--- config.mk ---
export PLATFORM = sky130hd
export DESIGN_NAME = yield_accumulator_flat
export DESIGN_NICKNAME = d
export VERILOG_FILES = /design/src/rtl/yield_accumulator_pkg.sv /design/src/rtl/yield_accumulator_if.sv /design/src/rtl/stream_accumulator.sv /design/src/rtl/yield_accumulator.sv /design/src/flat_wrapper.sv
export SDC_FILE = /design/constraint.sdc
export NUM_CORES = 1
export LEC_CHECK = 0
export ABC_AREA = 1
export BUFFER_PORTS_ARGS = -buffer_cell sky130_fd_sc_hd__clkbuf_2
export CAP_MARGIN = 20
export CORE_ASPECT_RATIO = 1.75
export CORE_MARGIN = 8
export CORE_UTILIZATION = 50
export CTS_CLUSTER_DIAMETER = 120
export DETAILED_ROUTE_END_ITERATION = 12
export PLACE_DENSITY = 0.72
export REMOVE_ABC_BUFFERS = 1
export SLEW_MARGIN = 5
export SYNTH_ARGS = -nofsm -noshare
export SYNTH_HDL_FRONTEND = slang
export SYNTH_SLANG_ARGS = --single-unit
--- constraint.sdc ---
create_clock -name __clock -period 1.8 [get_ports __clock]
set_input_delay 0.27 -clock __clock [delete_from_list [all_inputs] [get_ports __clock]]
set_output_delay 0.27 -clock __clock [all_outputs]
set_load 0.02 [all_outputs]
--- src/rtl/yield_accumulator_pkg.sv ---
// Shared definitions for the yield accumulator.
//   DefaultWidth : default width of argument, yielded values, sum and count
//   state_e      : caller-side FSM states
package yield_accumulator_pkg;

    localparam int unsigned DefaultWidth = 32;

    typedef enum logic [2:0] {
        StIdle,
        StLaunch,
        StCollect,
        StEmit,
        StDone
    } state_e;

endpackage

--- src/rtl/yield_accumulator_if.sv ---
// Handshake bundle for the yield accumulator.
//   Caller side : n, __start, __ready (to block); __valid, __done, __output_0..2 (from block)
//   Generator   : g_n, g_start, g_ready (from block); g_valid, g_done, g_output (to block)
// slave  : the view used by the accumulator itself
// master : the view used by whatever drives the caller and generator sides
interface yield_accumulator_if
    import yield_accumulator_pkg::*;
#(
    parameter int unsigned WIDTH = DefaultWidth
);

    logic [WIDTH-1:0] n;
    logic             __start;
    logic             __ready;
    logic             __valid;
    logic             __done;
    logic [WIDTH-1:0] __output_0;
    logic [WIDTH-1:0] __output_1;
    logic             __output_2;

    logic [WIDTH-1:0] g_n;
    logic             g_start;
    logic             g_ready;
    logic             g_valid;
    logic             g_done;
    logic [WIDTH-1:0] g_output;

    modport slave (
        input  n, __start, __ready, g_valid, g_done, g_output,
        output __valid, __done, __output_0, __output_1, __output_2, g_n, g_start, g_ready
    );

    modport master (
        output n, __start, __ready, g_valid, g_done, g_output,
        input  __valid, __done, __output_0, __output_1, __output_2, g_n, g_start, g_ready
    );

endinterface

--- src/rtl/stream_accumulator.sv ---
// Running sum / count / sticky overflow over a stream of values.
//   i_clk, i_rst_n : clock, asynchronous active-low reset
//   i_clear        : zero sum, count and overflow (wins over i_enable)
//   i_enable       : accumulate i_data this cycle
//   i_data         : value to add
//   o_sum          : sum modulo 2^WIDTH
//   o_count        : number of accumulated values modulo 2^WIDTH
//   o_overflow     : set once any addition carried out of the sum
module stream_accumulator
    import yield_accumulator_pkg::*;
#(
    parameter int unsigned WIDTH = DefaultWidth
) (
    input  logic             i_clk,
    input  logic             i_rst_n,
    input  logic             i_clear,
    input  logic             i_enable,
    input  logic [WIDTH-1:0] i_data,
    output logic [WIDTH-1:0] o_sum,
    output logic [WIDTH-1:0] o_count,
    output logic             o_overflow
);

    logic [WIDTH-1:0] r_sum;
    logic [WIDTH-1:0] r_count;
    logic             r_overflow;
    logic [WIDTH:0]   w_sum_ext;

    // One extra bit to capture the carry-out of the addition.
    assign w_sum_ext = {1'b0, r_sum} + {1'b0, i_data};

    always_ff @(posedge i_clk or negedge i_rst_n) begin
        if (!i_rst_n) begin
            r_sum      <= '0;
            r_count    <= '0;
            r_overflow <= 1'b0;
        end else if (i_clear) begin
            r_sum      <= '0;
            r_count    <= '0;
            r_overflow <= 1'b0;
        end else if (i_enable) begin
            r_sum      <= w_sum_ext[WIDTH-1:0];
            r_count    <= r_count + 1'b1;
            r_overflow <= r_overflow | w_sum_ext[WIDTH];
        end
    end

    assign o_sum      = r_sum;
    assign o_count    = r_count;
    assign o_overflow = r_overflow;

endmodule

--- src/rtl/yield_accumulator.sv ---
// Caller/consumer end of a generator handshake: launches the generator with
// argument n, drains every yield into a running sum/count/overflow, then
// offers the aggregate on a valid/ready/done handshake of its own.
//   __clock : clock, all state on rising edge
//   __reset : asynchronous active-low reset
//   bus     : caller and generator handshake signals (slave view)
module yield_accumulator
    import yield_accumulator_pkg::*;
#(
    parameter int unsigned WIDTH = DefaultWidth
) (
    input  logic          __clock,
    input  logic          __reset,
    yield_accumulator_if.slave bus
);

    state_e           r_state;
    state_e           w_state_next;
    logic [WIDTH-1:0] r_g_n;
    logic             r_valid;
    logic [WIDTH-1:0] r_out_sum;
    logic [WIDTH-1:0] r_out_count;
    logic             r_out_overflow;

    logic             w_acc_clear;
    logic             w_acc_enable;
    logic [WIDTH-1:0] w_sum;
    logic [WIDTH-1:0] w_count;
    logic             w_overflow;

    always_ff @(posedge __clock or negedge __reset) begin
        if (!__reset) begin
            r_state <= StIdle;
        end else begin
            r_state <= w_state_next;
        end
    end

    always_comb begin
        w_state_next = r_state;
        w_acc_clear  = 1'b0;
        w_acc_enable = 1'b0;
        unique case (r_state)
            StIdle: begin
                if (bus.__start) w_state_next = StLaunch;
            end
            StLaunch: begin
                w_acc_clear  = 1'b1;
                w_state_next = StCollect;
            end
            StCollect: begin
                // A yield coincident with g_done is still accumulated.
                w_acc_enable = bus.g_valid;
                if (bus.g_done) w_state_next = StEmit;
            end
            StEmit: begin
                if (r_valid && bus.__ready) w_state_next = StDone;
            end
            StDone: begin
                w_state_next = StIdle;
            end
            default: begin
                w_state_next = StIdle;
            end
        endcase
    end

    // Argument capture and result register. Valid rises one cycle after
    // entering StEmit, when the accumulator has absorbed the final yield.
    always_ff @(posedge __clock or negedge __reset) begin
        if (!__reset) begin
            r_g_n          <= '0;
            r_valid        <= 1'b0;
            r_out_sum      <= '0;
            r_out_count    <= '0;
            r_out_overflow <= 1'b0;
        end else begin
            if (r_state == StIdle && bus.__start) begin
                r_g_n <= bus.n;
            end
            if (r_state == StEmit) begin
                if (!r_valid) begin
                    r_valid        <= 1'b1;
                    r_out_sum      <= w_sum;
                    r_out_count    <= w_count;
                    r_out_overflow <= w_overflow;
                end else if (bus.__ready) begin
                    r_valid <= 1'b0;
                end
            end
        end
    end

    stream_accumulator #(
        .WIDTH (WIDTH)
    ) u_acc (
        .i_clk      (__clock),
        .i_rst_n    (__reset),
        .i_clear    (w_acc_clear),
        .i_enable   (w_acc_enable),
        .i_data     (bus.g_output),
        .o_sum      (w_sum),
        .o_count    (w_count),
        .o_overflow (w_overflow)
    );

    assign bus.g_n        = r_g_n;
    assign bus.g_start    = (r_state == StLaunch);
    assign bus.g_ready    = (r_state == StCollect);
    assign bus.__done     = (r_state == StDone);
    assign bus.__valid    = r_valid;
    assign bus.__output_0 = r_out_sum;
    assign bus.__output_1 = r_out_count;
    assign bus.__output_2 = r_out_overflow;

endmodule

--- src/flat_wrapper.sv ---
// flat-port wrapper written by rule: the top's interface ports become plain ports
module yield_accumulator_flat import yield_accumulator_pkg::*;
#(
    parameter int unsigned WIDTH = DefaultWidth
)
  (__clock, __reset, bus_n, bus___start, bus___ready, bus_g_valid, bus_g_done, bus_g_output, bus___valid, bus___done, bus___output_0, bus___output_1, bus___output_2, bus_g_n, bus_g_start, bus_g_ready);
  yield_accumulator_if #(.WIDTH(WIDTH)) bus_i ();
  input  logic __clock;
  input  logic __reset;
  input wire logic [$bits(bus_i.n)-1:0] bus_n;
  input wire logic [$bits(bus_i.__start)-1:0] bus___start;
  input wire logic [$bits(bus_i.__ready)-1:0] bus___ready;
  input wire logic [$bits(bus_i.g_valid)-1:0] bus_g_valid;
  input wire logic [$bits(bus_i.g_done)-1:0] bus_g_done;
  input wire logic [$bits(bus_i.g_output)-1:0] bus_g_output;
  output wire logic [$bits(bus_i.__valid)-1:0] bus___valid;
  output wire logic [$bits(bus_i.__done)-1:0] bus___done;
  output wire logic [$bits(bus_i.__output_0)-1:0] bus___output_0;
  output wire logic [$bits(bus_i.__output_1)-1:0] bus___output_1;
  output wire logic [$bits(bus_i.__output_2)-1:0] bus___output_2;
  output wire logic [$bits(bus_i.g_n)-1:0] bus_g_n;
  output wire logic [$bits(bus_i.g_start)-1:0] bus_g_start;
  output wire logic [$bits(bus_i.g_ready)-1:0] bus_g_ready;
  assign bus_i.n = bus_n;
  assign bus_i.__start = bus___start;
  assign bus_i.__ready = bus___ready;
  assign bus_i.g_valid = bus_g_valid;
  assign bus_i.g_done = bus_g_done;
  assign bus_i.g_output = bus_g_output;
  assign bus___valid = bus_i.__valid;
  assign bus___done = bus_i.__done;
  assign bus___output_0 = bus_i.__output_0;
  assign bus___output_1 = bus_i.__output_1;
  assign bus___output_2 = bus_i.__output_2;
  assign bus_g_n = bus_i.g_n;
  assign bus_g_start = bus_i.g_start;
  assign bus_g_ready = bus_i.g_ready;
  yield_accumulator #(.WIDTH(WIDTH)) u_core (.__clock(__clock), .__reset(__reset), .bus(bus_i));
endmodule
# Word level (Yosys, flattened, before mapping)
# Index checks and enable logic that the tools add are counted.
[totals]
reg_bits = 166
latch_bits = 0
mem_bits_rw = 0
romBits = 0
in_bits = 70
out_inout_bits = 101
word_cells = 40
memories = 0
[op_classes]
addsub = 2
mul = 0
n_div = 0
magnitude_cmp = 0
eq_ne = 7
shift = 0
mux = 14
bitwise_logic = 2
n_reduce_logical = 6
[ops]
columns = ["operator", "n"]
rows = [
  ["32-bit 2-to-1 mux", 4],
  ["32-bit by 32-bit adder with 33-bit output", 1],
  ["32-bit by 1-bit adder with 32-bit output, second input constant", 1],
  ["3-bit case mux with 4 select lines", 1],
  ["3-bit 2-to-1 mux", 3],
  ["3-bit by 2-bit == test with 1-bit output, second input constant", 2],
  ["1-bit 2-to-1 mux", 6],
  ["2-bit inequality test, second input constant", 2],
  ["3-bit by 1-bit == test with 1-bit output, second input constant", 1],
  ["3-bit == test, second input constant", 1],
  ["3-bit zero test", 1],
  ["3-bit AND reduction", 1],
  ["1-bit logical AND", 2],
  ["2-bit by 1-bit inequality test with 1-bit output, second input constant", 1],
  ["2-bit AND reduction", 1],
  ["2-bit nonzero test", 1],
  ["1-bit inverter", 1],
  ["1-bit OR", 1],
]

# Logic depth before layout (Yosys ltp)
# Gate-level depths: netlist of run 1.
[logic_depth]
depth_word = 4
ltp_mapped = 13

# By module
# Synthesis of run 1 repeated with hierarchy kept, for this count alone.
[unflattened]
hier_cells = 1363
area_unflattened_um2 = 9577.9
[by_module_without_submodules]
columns = ["module", "n_inst", "cells_per_inst", "area_each_um2", "seq_area_each_um2"]
rows = [
  ["stream_accumulator", 1, 914, 5550.3, 1626.6],
  ["yield_accumulator", 1, 449, 4027.6, 2527.4],
]

# Worst setup path after synthesis of run 1
# Ideal clock, no wire load.
[synth_path]
path_kind = "register -> register"
start = "register u_core.u_acc.r_sum[0] (netlist: u_core.u_acc.o_sum[0])"
end = "register u_core.u_acc.r_sum[24] (netlist: u_core.u_acc.o_sum[24])"
setup_ns = 0.117
t_arrival_ns = 1.752
t_required_ns = 1.683
setup_slack_ns = -0.069
path_stages_with_launch = 13
cell_sequence = "dfrtp_1 ha_1 fa_1 nand3_1 nand3_1 nand2_1 nand2_1 nand2_1 nand2_1 nand2_1 nand3_1 nand3_1 nand2_1"
[synth_via]
elab_chain_cells = 3
[synth_rtl]
columns = ["element", "line_no", "source"]
rows = [
  ["start: declaration", "stream_accumulator.sv:24", "logic [WIDTH-1:0] r_sum;"],
  ["start signal: assignment", "stream_accumulator.sv:42", "r_sum <= w_sum_ext[WIDTH-1:0];"],
  ["32-bit by 32-bit adder with 33-bit output", "stream_accumulator.sv:30", "assign w_sum_ext = {1'b0, r_sum} + {1'b0, i_data};"],
  ["32-bit 2-to-1 mux", "stream_accumulator.sv:41", "end else if (i_enable) begin"],
  ["32-bit 2-to-1 mux", "stream_accumulator.sv:37", "end else if (i_clear) begin"],
]
# No other way between the ends. The select of a mux whose other input is x is not followed.
# A chain may end at the register's enable or synchronous reset.

# Worst setup path in the final report of run 1
[layout_path]
start = "register u_core.u_acc.r_sum[3] (netlist: u_core.u_acc.o_sum[3])"
end = "register u_core.u_acc.r_sum[18] (netlist: u_core.u_acc.o_sum[18])"
# The elaborated chain is that of the path after synthesis.

==> results of run 1 <==
-- cell usage after synthesis (all sizes together) (12+ instances only) --
library cell | count | area share
nand3 | 64 | 0.037
inv | 192 | 0.078
buf | 19 | 0.012
dfrtp | 166 | 0.45
nand4 | 12 | 0.0081
o21ai | 101 | 0.054
a21oi | 50 | 0.027
nand2 | 380 | 0.16
nor3 | 30 | 0.019
ha | 33 | 0.044
mux2 | 49 | 0.059
nor2 | 71 | 0.031
-- logic make-up after synthesis --
group                    after synthesis  synth area share
adder cells (fa/ha/maj)               34            0.0466
AO/OA/AOI/OAI                        163            0.0908
multiplexers                          49            0.0594
AND/OR/NAND/NOR                      569             0.260
flip-flops                           166             0.447
buffers and inverters                219            0.0933
XOR/XNOR                               3           0.00283
-- routing by layer --
| layer | track usage | vias to the layer above | share of wire |
|---|---|---|---|
| li1 | - | 4362 | - |
| met1 | 0.236 | 4273 | 0.34 |
| met3 | 0.0377 | 115 | 0.037 |
| met2 | 0.469 | 275 | 0.55 |
| met4 | 0.153 | 0 | 0.064 |
| met5 | 0 | - | 0 |
-- metrics by stage --
step / hold WS, ns / util / setup TNS [ns]
after global routing: 0.0543 / 0.690 / -2.52
after floorplan: -0.0256 / - / -19.27
after global placement: 0.175 / 0.600 / -2.44
after detailed placement: 0.178 / 0.600 / -3.17
after CTS: 0.0567 / 0.653 / -0.0250
final: 0.0700 / 0.690 / -0.598
-- flip-flops by register name (all words and copies together) (netlist names) --
signal	flops
u_core.bus.__output_2	1
u_core.r_state	3
u_core.u_acc.o_count	32
u_core.bus.__output_0	32
u_core.u_acc.o_overflow	1
u_core.bus.__valid	1
u_core.bus.__output_1	32
u_core.u_acc.o_sum	32
u_core.bus.g_n	32
-- critical path, stage by stage (launching register included) --
cell and delay, ns:
dfrtp_1 0.42, ha_4 0.27, buf_6 0.13, nand2_4 0.07, nand2_2 0.06, nand2_2 0.10
nand2_1 0.08, nand2_1 0.10, nand3b_1 0.15, buf_6 0.18, nand2_4 0.07, nand3_2 0.07
nand2_1 0.07, o21ai_1 0.05
-- power by group --
part,switching [mW],internal (mW)
Sequential,0.756,4.85
Combinational,5.97,4.03
Clock,1.61,1.97
-- cell type report --
class	count	area share
clock buffer	20	0.0352
multi-input combinational	818	0.409
inverter	193	0.0576
clock inverter	12	0.00946
timing repair buffer	275	0.138
sequential	166	0.328
tap	238	0.0235
-- timing repair --
| item | in CTS | in global routing |
|---|---|---|
| pin swaps | 8 | 33 |
| gates resized for setup | 67 | 162 |
| endpoints found under the hold margin | 24 | 0 |
| setup buffers | 3 | 12 |
| hold buffers | 1 | 0 |
| endpoints found under the setup margin | 26 | 44 |
-- final timing paths --
check | to | slack, ns | cells past startpoint
max | u_core.u_acc.o_sum[18] | -0.14 | 13
min | u_core.bus.g_n[11] | 0.07 | 2
max reg2reg | u_core.u_acc.o_sum[18] | -0.14 | 13
min reg2reg | u_core.bus.__output_0[6] | 0.48 | 2
max in group asynchronous | u_core.bus.__output_1[28] | 0.91 | 3
min in group asynchronous | u_core.bus.__output_0[4] | 0.28 | 2
==> flow_metrics.env, run 1 <==
export IMPL_cts_inserted_buffers=17
export IMPL_antenna_cells=0
export IMPL_drv_cap=0
export IMPL_clkTransAtPathRegs_ns=0.07
export IMPL_async_flop_share=1.00
export IMPL_grt_pass1_wl_mm=45.3
export IMPL_cp_data_arrival_time_ns=2.26
export IMPL_finalHoldViolations=0
export IMPL_synth_seq_area_share=0.447
export IMPL_drive_above_1_share=0.368
export IMPL_setup_slack_ns=-0.142
export IMPL_p_leak_nw=6.59
export IMPL_crit_start="u_core.u_acc.o_sum[3]"
export IMPL_std_cell_rows=66
export IMPL_drtIter0Drc=528
export IMPL_multi_input_area_mm2=0.00519
export IMPL_syn_cell_area_mm2=0.00928
export IMPL_hold_class="in -> reg"
export IMPL_post_dp_cell_area_mm2=0.0110
export IMPL_slew_viol_final=0
export IMPL_power_mw=19.2
export IMPL_cts_tree="yes"
export IMPL_critical_path_class="reg -> reg"
export IMPL_syn_avg_cell_area_um2=7.72
export IMPL_violations="setup timing"
export IMPL_drc=0
export IMPL_dieHeight_um=196
export IMPL_place_ws_ns=-0.224
export IMPL_clk_latency_ns=0.43
export IMPL_fin_crit_ns=1.94
export IMPL_finClkSkew_ns=0.0148
export IMPL_overflow=0
export IMPL_fmax_mhz=515
export IMPL_stdcell_count=1722
export IMPL_final_area_mm2=0.0127
export IMPL_postSynthCellCount=1203
export IMPL_core_area_mm2=0.0184
export IMPL_place_inst=1674
export IMPL_n_fill_cell=1503
export IMPL_hp_start="bus_n[11]"
export IMPL_area_growth_pct=36.8
export IMPL_worstReg2RegStart="u_core.u_acc.o_sum[3]"
export IMPL_path_max_fanout=3
export IMPL_setup_violations=15
export IMPL_yosys_register_bits=166
export IMPL_mostFrequentLayoutCell="nand2_1"
export IMPL_cp_required_ns=2.12
export IMPL_antenna_found_initial=0
export IMPL_start_util=0.504
export IMPL_crit_path_end_kind="register"
export IMPL_vias_per_cell=5.24
export IMPL_grt_start_max_net_pins=47
export IMPL_worst_ir_drop_vdd_uv=758
export IMPL_final_cell_mix="321 x nand2_1, 178 x inv_1, 169 x clkbuf_2"
export IMPL_final_nets=1575
export IMPL_ctsLongestPathBuffers=2
export IMPL_htreeDepth=4
export IMPL_wl_per_cell_um=17.1
export IMPL_final_antenna_net_count=0
export IMPL_routabilityCongestion=0.977
export IMPL_routed_wl_mm=29.4
export IMPL_fp_dieArea_mm2=0.0234
export IMPL_fp_dieW_um=119
export IMPL_status="finished with violations"
export IMPL_rsz0062_at_grt="true"
export IMPL_worst_pin_slew_ns=0.353
export IMPL_post_route_period_util=1.08
export IMPL_worstSetupStartpointType="register"
export IMPL_cts_sinks=166
export IMPL_ys_warnings_count=0
export IMPL_first_pass_iters=5
export IMPL_synth_edf_count=0
export IMPL_synth_flop_cell="dfrtp_1"
export IMPL_power_density_mw_per_mm2=1510
export IMPL_max_slew_margin=0.763
export IMPL_io_buffers=170
export IMPL_clock_root_buffer="clkbuf_16"
export IMPL_seq_area_mm2=0.00416
export IMPL_hpwl_mm=22.1
export IMPL_grt_pass1_vias=9149
export IMPL_ys_types=44
export IMPL_grtUsageTotal=0.245
export IMPL_num_vias=9025
export IMPL_io_pins=171
Note: power is estimated with default switching activity, not from simulation.
==> inputs of run 2 (changes only) <==
SLEW_MARGIN = 20   (was 5)
TNS_END_PERCENT = 50   (was unset)
==> run 2 against run 1 <==
The flow still finishes with violations (setup timing). Cell area is 1.2% lower. Global-route usage hardly changed. Maximum frequency is 2.0% higher. Via count is 1.1% lower. First-iteration DRC count is 13% higher. Worst hold slack hardly changed. Worst setup slack better by 0.038 ns. Sequential power hardly changed. Final cell count is 0.23% lower. Combinational power hardly changed. Die area stayed put.
==> flow_metrics.env, run 2 (synthesized netlist as in run 1, its figures left out) <==
export IMPL_status="finished with violations"
export IMPL_violations="setup timing"
export IMPL_ctsLongestPathBuffers=2
export IMPL_cts_inserted_buffers=17
export IMPL_mostFrequentLayoutCell="nand2_1"
export IMPL_worst_pin_slew_ns=0.359
export IMPL_area_growth_pct=35.1
export IMPL_grt_pass1_wl_mm=45.1
export IMPL_worst_ir_drop_vdd_uv=764
export IMPL_std_cell_rows=66
export IMPL_slowest_delay_ns=0.42
export IMPL_final_antenna_net_count=0
export IMPL_htreeDepth=4
export IMPL_post_route_period_util=1.06
export IMPL_clock_root_buffer="clkbuf_16"
export IMPL_cp_cell_sequence="ha_4 > buf_6 > nand2_4 > nand2_2 > nand2_2 > nand2_1 > nand2_1 > nand3b_1 > buf_6 > nand2_4 > nand3_2 > nand2_1 > o21ai_1"
export IMPL_overflow=0
export IMPL_fp_dieArea_mm2=0.0234
export IMPL_rsz0062_at_grt="true"
export IMPL_drive_above_1_share=0.347
export IMPL_critical_path_class="reg -> reg"
export IMPL_wl_per_cell_um=16.8
export IMPL_io_pins=171
export IMPL_final_nets=1571
export IMPL_worstSetupStartpointType="register"
export IMPL_max_slew_margin=0.759
export IMPL_final_core_util=0.681
export IMPL_crit_path_end_kind="register"
export IMPL_setup_slack_ns=-0.104
export IMPL_cp_data_arrival_time_ns=2.22
export IMPL_hold_class="in -> reg"
export IMPL_antenna_cells=0
export IMPL_power_mw=18.9
export IMPL_finClkSkew_ns=0.0139
export IMPL_finalHoldViolations=0
export IMPL_routabilityCongestion=0.977
export IMPL_cts_tree="yes"
export IMPL_fmax_mhz=525
export IMPL_vias_per_cell=5.20
export IMPL_crit_top_cell="nand2_1"
export IMPL_start_util=0.504
export IMPL_io_buffers=170
export IMPL_power_density_mw_per_mm2=1510
export IMPL_antenna_found_initial=0
export IMPL_critPathBufInv=2
export IMPL_path_max_fanout=3
export IMPL_routed_wl_mm=28.9
export IMPL_cts_sinks=166
export IMPL_post_dp_cell_area_mm2=0.0110
export IMPL_first_pass_iters=5
export IMPL_final_cell_mix="331 x nand2_1, 181 x inv_1, 169 x clkbuf_2"
export IMPL_setup_violations=10
export IMPL_final_area_mm2=0.0125
export IMPL_clk_latency_ns=0.43
export IMPL_drv_cap=0
export IMPL_core_area_mm2=0.0184
export IMPL_fin_crit_ns=1.90
export IMPL_place_ws_ns=-0.224
export IMPL_worst_path_max_delay_cell="dfrtp_1"
export IMPL_cp_required_ns=2.12
export IMPL_num_vias=8926
export IMPL_drtIter0Drc=596
export IMPL_grt_pass1_vias=9135
export IMPL_fp_dieW_um=119
export IMPL_p_leak_nw=6.56
export IMPL_clkTransAtPathRegs_ns=0.07
export IMPL_grtUsageTotal=0.244
export IMPL_dieHeight_um=196
export IMPL_grt_start_max_net_pins=47
export IMPL_drc=0
export IMPL_hpwl_mm=22.1
export IMPL_cpLargestDelayFamily="simple AND/OR/NAND/NOR gates"
export IMPL_slew_viol_final=0
-- run 2: cell count changes in the layout (fill, tap and decap cells not counted), sizes merged --
cell	previous run	this run
buf	105	101
-- run 2: power by group --
part | total, mW | leakage [nW] | switching, mW | internal (mW)
combinational | 9.72 | 4.11 | 5.82 | 3.90
clock | 3.58 | 0.266 | 1.61 | 1.97
sequential | 5.59 | 2.18 | 0.746 | 4.85
total | 18.9 | 6.56 | 8.18 | 10.7
-- run 2: routing by layer --
metal  wire (µm)  part of all wire  vias to the layer above  GRT usage
met5           0                 0                        -          0
met4        1830             0.063                        0      0.155
met3        1080             0.037                      101     0.0377
met2       16100              0.56                      253      0.467
met1        9870              0.34                     4223      0.235
li1            -                 -                     4349          -
-- run 2: final cells by class --
type	instances	area (µm²)
clock inverters	12	120
multi-input cells	818	5070
clock buffers	20	447
fillers	1546	5870
inverters	193	734
well taps	238	298
repair buffers	271	1720
flip-flops and latches	166	4160
-- run 2: path summary, 6_finish.rpt --
check	start	end	slack, ns	cells past startpoint
setup / recovery	u_core.u_acc.o_sum[3]	u_core.u_acc.o_sum[18]	-0.10	13
hold / removal	bus_n[9]	u_core.bus.g_n[9]	0.07	2
setup reg to reg	u_core.u_acc.o_sum[3]	u_core.u_acc.o_sum[18]	-0.10	13
hold reg to reg	u_core.bus.__output_0[6]	u_core.bus.__output_0[6]	0.48	2
max in group asynchronous	__reset	u_core.bus.__output_1[28]	0.91	3
min in group asynchronous	__reset	u_core.bus.__output_0[4]	0.29	2
-- run 2: stage by stage --
step / setup TNS (ns) / instances / hold WS, ns
after floorplan: -19.27 / 1177 / -0.0256
after global routing: -2.73 / 1718 / 0.0599
after global placement: -2.44 / 1674 / 0.175
final: -0.461 / 1718 / 0.0697
after detailed placement: -3.17 / 1674 / 0.178
after CTS: -0.0308 / 1710 / 0.0567
-- run 2: timing repair --
| action | in CTS | in global routing |
|---|---|---|
| pin swaps | 6 | 26 |
| hold buffers | 1 | 0 |
| endpoints found under the hold margin | 24 | 0 |
| setup buffers | 3 | 8 |
| endpoints found under the setup margin | 26 | 45 |
| resized for setup | 65 | 129 |
